### config.mk
export PLATFORM = sky130hd
export DESIGN_NAME = regfile_dump_reader
export DESIGN_NICKNAME = d
export VERILOG_FILES = /design/src/rtl/regfile_dump_reader.sv
export SDC_FILE = /design/constraint.sdc
export NUM_CORES = 1
export LEC_CHECK = 0
export CAP_MARGIN = 10
export CORE_ASPECT_RATIO = 0.6
export CORE_MARGIN = 3
export CORE_UTILIZATION = 45
export DETAILED_ROUTE_END_ITERATION = 10
export GPL_ROUTABILITY_DRIVEN = 0
export PLACE_DENSITY_LB_ADDON = 0.05
export SKIP_LAST_GASP = 1
export SYNTH_ARGS = -nofsm -noshare
export SYNTH_HDL_FRONTEND = slang
export SYNTH_SLANG_ARGS = --single-unit
### constraint.sdc
create_clock -name clk -period 3.55 [get_ports clk]
set_clock_uncertainty 0.05 [all_clocks]
set_input_delay 0.8875 -clock clk [delete_from_list [all_inputs] [get_ports clk]]
set_output_delay 0.8875 -clock clk [all_outputs]
set_load 0.01 [all_outputs]
### src/rtl/regfile_dump_reader.sv
// Debug-side register file dumper: walks an index range through one combinational read port
// and streams each value out on a valid/ready channel, one word per two cycles at best.
module regfile_dump_reader #(
  parameter int unsigned DATA_W        = 32,
  parameter int unsigned ADDR_W        = 5,
  parameter bit          FORCE_X0_ZERO = 1'b1
) (
  input  logic              clk,
  input  logic              reset,
  input  logic              start,
  input  logic [ADDR_W-1:0] first_reg,
  input  logic [ADDR_W-1:0] last_reg,
  input  logic              abort,
  output logic [ADDR_W-1:0] rf_raddr,
  input  logic [DATA_W-1:0] rf_rdata,
  output logic              out_valid,
  input  logic              out_ready,
  output logic [DATA_W-1:0] out_data,
  output logic [ADDR_W-1:0] out_index,
  output logic              out_last,
  output logic              busy,
  output logic              done
);

  typedef enum logic [1:0] {StIdle, StRead, StSend} state_t;

  state_t            state_q;
  logic [ADDR_W-1:0] cur_q;
  logic [ADDR_W-1:0] end_q;
  logic [ADDR_W-1:0] cur_inc;
  logic              zero_word;

  assign cur_inc   = cur_q + ADDR_W'(1);
  assign zero_word = FORCE_X0_ZERO && (cur_q == '0);

  always_ff @(posedge clk or posedge reset) begin
    if (reset) begin
      state_q   <= StIdle;
      cur_q     <= '0;
      end_q     <= '0;
      rf_raddr  <= '0;
      out_valid <= 1'b0;
      out_data  <= '0;
      out_index <= '0;
      out_last  <= 1'b0;
      busy      <= 1'b0;
      done      <= 1'b0;
    end else begin
      done <= 1'b0;
      unique case (state_q)
        StIdle: begin
          // abort beats a simultaneous start
          if (start && !abort) begin
            cur_q    <= first_reg;
            end_q    <= last_reg;
            rf_raddr <= first_reg;
            busy     <= 1'b1;
            state_q  <= StRead;
          end
        end
        StRead: begin
          if (abort) begin
            busy    <= 1'b0;
            state_q <= StIdle;
          end else begin
            out_data  <= zero_word ? '0 : rf_rdata;
            out_index <= cur_q;
            out_last  <= (cur_q == end_q);
            out_valid <= 1'b1;
            state_q   <= StSend;
          end
        end
        StSend: begin
          if (abort) begin
            // an accepted word in this cycle still gets no done pulse
            out_valid <= 1'b0;
            out_last  <= 1'b0;
            busy      <= 1'b0;
            state_q   <= StIdle;
          end else if (out_ready) begin
            out_valid <= 1'b0;
            if (out_last) begin
              out_last <= 1'b0;
              done     <= 1'b1;
              busy     <= 1'b0;
              state_q  <= StIdle;
            end else begin
              cur_q    <= cur_inc;
              rf_raddr <= cur_inc;
              state_q  <= StRead;
            end
          end
        end
        default: begin
          out_valid <= 1'b0;
          out_last  <= 1'b0;
          busy      <= 1'b0;
          state_q   <= StIdle;
        end
      endcase
    end
  end

endmodule
Word level (Yosys, flattened, before mapping)
Cells that the tools add are included.
{ "totals": {"n_memories": 0, "ramBits": 0, "reg_bits": 53, "out_inout_bits": 46, "latchBits": 0, "word_cells": 62, "inputBits": 47, "mem_bits_ro": 0} }
{ "classes": {"n_reduce_logical": 11, "div_mod_pow": 0, "multipliers": 0, "n_addsub": 1, "muxes": 28, "shifts": 0, "eq_ne": 11, "bitwise_logic": 2, "order_cmp": 0} }
{ "ops": {"columns": ["operator", "n"], "rows": [
  ["$mux W32", 1],
  ["$mux W5", 4],
  ["$mux W1", 14],
  ["$ne A2 B2 Y1 const B", 6],
  ["$pmux W5 S2", 1],
  ["$pmux W1 S3", 3],
  ["$mux W2", 4],
  ["$ne A3 B3 Y1 const B", 2],
  ["$pmux W2 S3", 1],
  ["$reduce_and A2 Y1", 3],
  ["$add A5 B1 Y5 const B", 1],
  ["$eq A5 B5 Y1", 1],
  ["$logic_not A5 Y1", 1],
  ["$reduce_and A5 Y1", 1],
  ["$reduce_and A4 Y1", 1],
  ["$reduce_and A3 Y1", 1],
  ["$eq A2 B1 Y1 const B", 1],
  ["$eq A2 B2 Y1 const B", 1],
  ["$logic_not A2 Y1", 1],
  ["$not A1 Y1", 2],
  ["$reduce_bool A2 Y1", 1],
  ["$logic_and A1 B1 Y1", 1],
  ["$logic_not A1 Y1", 1]
]} }

Depth between registers and ports, before layout
Gate-level depths: netlist of run 1.
{ "depth": {"ltp_word": 5, "mapped_depth": 6, "mapped_depth_nobuf": 5} }

Worst setup path before layout of run 1
OpenSTA, ideal clock, no wires.
{ "synth_path": {"path_kind": "input to register", "startpoint": "in abort", "endpoint": "reg out_index[3]", "n_path_buf": 2, "arrival_time_ns": 1.806, "slack_ns": 1.569, "required_time_ns": 3.375, "setup_time_ns": 0.125, "path_stages": 4, "cell_sequence": "or3b_1 -> buf_4 -> buf_6 -> mux2_4"} }
{ "synth_via": {"elab_chain_cells": 2} }
{ "synth_rtl": {"columns": ["element", "line", "rtl"], "rows": [
  ["start, declared", "13", "input logic abort,"],
  ["$not A1 Y1 (no line)", null, null],
  ["$reduce_and A2 Y1 (no line)", null, null],
  ["end signal, assigned", "67", "out_index <= cur_q;"],
  ["end, declared", "19", "output logic [ADDR_W-1:0] out_index,"]
]} }
No other way between the ends.
A chain may end at the register's enable or synchronous reset.

Worst setup path after layout of run 1
{ "layout_path": {"startpoint": "in abort", "endpoint": "reg out_index[4]"} }
Same word-level chain as after synthesis.

==> flow_summary.json, run 1 <==
{
  "portBuffers": 92,
  "ys_warn_count": 0,
  "ys_ff_latch": 53,
  "grt_max_degree": 34,
  "met2_length_um": 2310,
  "dr.pass1.iters": 4,
  "max_freq_mhz": 386,
  "fin_ws_ns": 0.960,
  "criticalPathCategory": "input pin to register",
  "hold_path_startpoint": "out_data[18]",
  "power.density_nw_per_um2": 612,
  "syn_avg_cell_area_sq_um": 12.7,
  "ys_seq_area_share_pct": 60.2,
  "dp_slack_ns": 0.629,
  "cts_tree": "done",
  "post-route-util_pct": 70.8,
  "pwr-share-comb_pct": 33.1,
  "io_pins": 93,
  "min_period_ns": 2.59,
  "required_ns": 3.70,
  "num_antenna_cells": 0,
  "cts.path.max_buffers": 2,
  "layout-area-overhead-vs-synth_pct": 49.0,
  "path_max_fanout": 33,
  "clock-root-buffer": "clkbuf_8",
  "synthDistinctLibCells": 35,
  "hold_class": "register to register",
  "worst_pin_slew_ns": 0.594,
  "cp-start-kind": "input pin",
  "clock-sinks": 53,
  "p_int_uw": 1450,
  "grt_pass1_vias": 1601,
  "wl_met3_um": 438,
  "routed.top_layer": "met4",
  "std_cell_rows": 19,
  "wl_per_cell_um": 16.3,
  "vias": 1736,
  "rsz0062_at_grt": "false",
  "routed_wl_um": 5380,
  "reg2reg_to": "out_index[4]",
  "netlist_top_cells_count": "dfrtp_1, a22o_1, nand2_1",
  "synth_edf_count": 0,
  "dp_hpwl_um": 3830,
  "postCtsHoldBufs": 0,
  "netSwitchingPower_uw": 556,
  "finalCritPeriodShare_pct": 73.0,
  "yosysTopAreaCell": "dfrtp_1",
  "final-setup-viol-count": 0,
  "fin_nets": 314,
  "min_to": "out_data[18]",
  "slowest_delay_ns": 0.59,
  "endpoint_kind": "register",
  "numCtsBuffers": 5,
  "maxCapViolCount": 0,
  "postCtsSetupBuffers": 0,
  "clkSlewWorstSetupHoldPaths_ns": 0.09,
  "power.share.sequential_pct": 43.4,
  "multi_input_area_sq_um": 769,
  "power.total_uw": 2010,
  "die_w_um": 96.3,
  "hold_slack_ns": 0.462,
  "async_flop_share_pct": 100,
  "synth_nets": 222,
  "regArea_sq_um": 1330,
  "met1_length_um": 2530,
  "grt_usage_pct": 18.9,
  "grt_pass1_wl_um": 8110,
  "status": "completed",
  "swShare_pct": 27.7,
  "synthTopCellsByArea": "dfrtp_1, a22o_1, nand2_1, buf_6, mux2_2",
  "synth.top_cell.area_share_pct": 60.2,
  "slew_headroom_pct": 60.3,
  "crit_chain": "clkdlybuf4s50_1 > or3b_1 > buf_4 > mux2_4",
  "insertion_delay_ns": 0.30,
  "hold_depth": 1,
  "clockPowerShare_pct": 23.5,
  "ant_nets": 0,
  "route.detailed.drc": 0,
  "ir_worst_vdd_uv": 327,
  "r2r_cells": 3,
  "vias_per_cell": 5.28,
  "ctsResizeCount": 0,
  "leakagePower_uw": 0.00140,
  "initial_core_util_pct": 47.5,
  "htreeDepth": 2,
  "drt_iter0_drc": 99,
  "coreArea_sq_um": 4640,
  "netlist_instances": 173,
  "ys.flop_type": "dfrtp_1",
  "grt_antenna_before_repair": 0,
  "die_h_um": 60.2,
  "n_fill_cell": 362,
  "cp.arrival_ns": 2.74,
  "drv_slew": 0,
  "overflow": 0,
  "synth_area_sq_um": 2200,
  "slowest_stage": "clkdlybuf4s50_1",
  "setup_tns_ns": 0,
  "layout-drive-gt1-share_pct": 8.65,
  "die-area_sq_um": 5800,
  "regToRegSetupSlack_ns": 1.59,
  "r2r_start": "state_q[0]",
  "hold_viol": 0,
  "synth_most_common_cell": "dfrtp_1"
}
## stage by stage
step | cells | area (sq um)
2_1_floorplan | 173 | 2200
3_3_place_gp | 321 | 3150
3_5_place_dp | 321 | 3150
4_1_cts | 329 | 3280
5_1_grt | 329 | 3280
6_report | 329 | 3280
## kinds of logic after synthesis
logic type | share of synthesized area (%)
adder cells (fa/ha/maj) | 1.14
buffers and inverters | 4.83
flip-flops | 60.2
XOR/XNOR | 1.99
AO/OA/AOI/OAI | 18.4
AND/OR/NAND/NOR | 9.49
multiplexers | 3.92
## placed cells by master (no fill, tap or decap), drive strengths merged, types with 2 or more instances in the layout
cell type      netlist  layout
mux2                 7       7
buf                 10       4
bufinv               0       2
nor3                 2       2
a21oi                5       5
clkdlybuf4s50        0      92
xnor2                2       2
xor2                 3       3
clkbuf               1       5
nand2b               2       2
nand3b               2       2
nand3                8       8
inv                  6       6
nor2                 5       5
nand2               13      13
a22o                33      33
dfrtp               53      53
ha                   2       2
o21ai                8       8
## sequential cells by signal (all words and copies together), names as in the netlist
signal / cells
cur_q: 5
out_index: 5
state_q: 2
done: 1
out_last: 1
out_valid: 1
busy: 1
out_data: 32
end_q: 5
## worst max-delay path: cells and delay by family
| family | cells | cell delay (ns) |
|---|---|---|
| buffers and inverters | 2 | 1.03 |
| AND/OR/NAND/NOR | 1 | 0.49 |
| multiplexers | 1 | 0.33 |
## power by group through the flow
stage                     logic, uW  clock network, uW  registers [uW]
after floorplan                 223                  0             929
after CTS                       675                481             870
final                           666                472             871
after detailed placement        670                  0             877
after global placement          657                  0             877
after global routing            716                508             888
## worst max-delay path by stage
stage               cells past startpoint  slack [ns]      endpoint  start
floorplan                               1        1.33          busy  reset
global placement                        4        0.66  out_index[4]  abort
detailed placement                      4        0.63  out_index[4]  abort
CTS                                     4        0.96  out_index[4]  abort
global route                            4        0.86  out_index[4]  abort
finish                                  4        0.96  out_index[4]  abort
## routing by layer
layer  GRT usage, %  vias to the layer above
met5              0                        -
met4           7.19                        0
met3           5.03                       11
met2           26.1                       77
met1           28.2                      835
li1               -                      813
## area by class of cell
type | instances | area share (%)
Clock buffer | 5 | 2.10
Timing Repair Buffer | 96 | 29.0
Multi-Input combinational cell | 103 | 23.4
Clock inverter | 3 | 1.98
Sequential cell | 53 | 40.4
Inverter | 6 | 0.686
Tap cell | 63 | 2.40
Note: power is estimated with default switching activity, not from simulation.
==> run 2, diff against run 1 <==
CORE_UTILIZATION = 38   (was 45)
clock period = 2.3 ns   (was 3.55 ns; I/O delays follow)
==> flow_summary.json, run 2 (same netlist as run 1, synthesis figures left out) <==
{
  "top_register": "out_data",
  "setup.worst_path.start": "cur_q[3]",
  "largest_reg_flops": 32,
  "ctsResizeCount": 0,
  "numCtsBuffers": 5,
  "htreeDepth": 2,
  "ant_nets": 0,
  "cp.arrival_ns": 1.40,
  "min_period_ns": 2.02,
  "num_antenna_cells": 0,
  "coreArea_sq_um": 5330,
  "die_h_um": 65.0,
  "grt_max_degree": 23,
  "post-route-util_pct": 62.8,
  "crit_buf_inv": 1,
  "hold_class": "register to register",
  "drt_iter0_drc": 61,
  "layout-area-overhead-vs-synth_pct": 52.0,
  "route.detailed.drc": 0,
  "die_w_um": 104,
  "criticalPathCategory": "register to output port",
  "power.total_uw": 2990,
  "io_pins": 93,
  "grt_pass1_wl_um": 8740,
  "slowest_stage": "clkdlybuf4s50_1",
  "cts_tree": "done",
  "hold_viol": 0,
  "finalCritPeriodShare_pct": 88.0,
  "clkSlewWorstSetupHoldPaths_ns": 0.09,
  "r2r_start": "state_q[0]",
  "vias_per_cell": 4.80,
  "power.share.sequential_pct": 44.8,
  "pwr-share-comb_pct": 34.6,
  "final-setup-viol-count": 0,
  "insertion_delay_ns": 0.29,
  "cts.path.max_buffers": 2,
  "fin_ws_ns": 0.277,
  "worst_pin_slew_ns": 0.626,
  "max_freq_mhz": 494,
  "portBuffers": 92,
  "power.density_nw_per_um2": 894,
  "grt_antenna_before_repair": 0,
  "grt_usage_pct": 16.1,
  "std_cell_rows": 20,
  "hold_path_startpoint": "out_index[2]",
  "overflow": 0,
  "clockPowerShare_pct": 20.7,
  "ir_worst_vdd_uv": 429,
  "drv_slew": 0,
  "most-common-layout-cells": "clkdlybuf4s50_1, dfrtp_1, a22o_1",
  "grt_pass1_vias": 1671,
  "vias": 1675,
  "clock-sinks": 53,
  "cp-start-kind": "register",
  "maxCapViolCount": 0,
  "postCtsSetupBuffers": 0,
  "required_ns": 1.67,
  "slew_headroom_pct": 58.2,
  "cpLargestDelayFamily": "buffers and inverters",
  "dr.pass1.iters": 4,
  "leakagePower_uw": 0.00143,
  "netSwitchingPower_uw": 843,
  "fin_nets": 320,
  "endpoint_kind": "output port",
  "rsz0062_at_grt": "false",
  "swShare_pct": 28.2,
  "layout-drive-gt1-share_pct": 10.7,
  "final_common_cell": "clkdlybuf4s50_1",
  "initial_core_util_pct": 41.3,
  "p_int_uw": 2150,
  "die-area_sq_um": 6770,
  "setup_tns_ns": 0,
  "dp_hpwl_um": 3950,
  "status": "completed",
  "clock-root-buffer": "clkbuf_8",
  "slowest_delay_ns": 0.60,
  "postCtsHoldBufs": 0,
  "dp_slack_ns": 0.00661,
  "path_max_fanout": 7,
  "routed_wl_um": 5290,
  "crit_chain": "clkdlybuf4s50_1",
  "wl_per_cell_um": 15.2
}
## run 2: cell types whose count changed in the layout (fill, tap and decap cells not counted), sizes merged
cell    change
bufinv      -1
buf         +6
clkbuf      +1
## run 2: cell type report
type	count	area, sq um
clock buffer	6	72.6
clock inverter	2	38.8
fill	460	1980
inverter	6	22.5
multi-input combinational	103	769
sequential	53	1330
tap	77	96.3
timing repair buffer	102	1020
## run 2: path summary, 6_finish.rpt
| check | to | slack, ns | cells past startpoint |
|---|---|---|---|
| max | rf_raddr[3] | 0.28 | 1 |
| min | out_index[2] | 0.45 | 2 |
| max reg2reg | out_data[1] | 0.49 | 3 |
| min reg2reg | out_index[2] | 0.45 | 2 |
| max in group asynchronous | out_data[21] | 1.11 | 3 |
| min in group asynchronous | out_data[28] | 0.52 | 2 |
## run 2: per-layer routing
layer / vias up / part of all wire [%] / GRT usage (%)
met3: 5 / 6.1 / 4.68
met4: 0 / 0.42 / 2.49
li1: 821 / - / -
met2: 53 / 40 / 22.6
met1: 796 / 53 / 24.9
met5: - / 0 / 0
## run 2: stage by stage
stage | std cells | hold WS (ns) | cell area, sq um
2_1_floorplan | 173 | 0.428 | 2200
3_3_place_gp | 341 | 0.420 | 3240
3_5_place_dp | 341 | 0.431 | 3240
4_1_cts | 349 | 0.456 | 3350
5_1_grt | 349 | 0.476 | 3350
6_report | 349 | 0.450 | 3350
## run 2: power groups by stage
stage,Combinational (uW),Clock (uW),Sequential (uW)
after detailed placement,1050,0,1350
after floorplan,344,0,1430
after CTS,1050,637,1340
final,1030,618,1340
after global routing,1110,676,1370
after global placement,1030,0,1360
==> run 3, diff against run 2 <==
SKIP_LAST_GASP = default   (was 1)
==> results of run 3 <==
The final DEF is identical to that of run 2; final timing and power are the same.
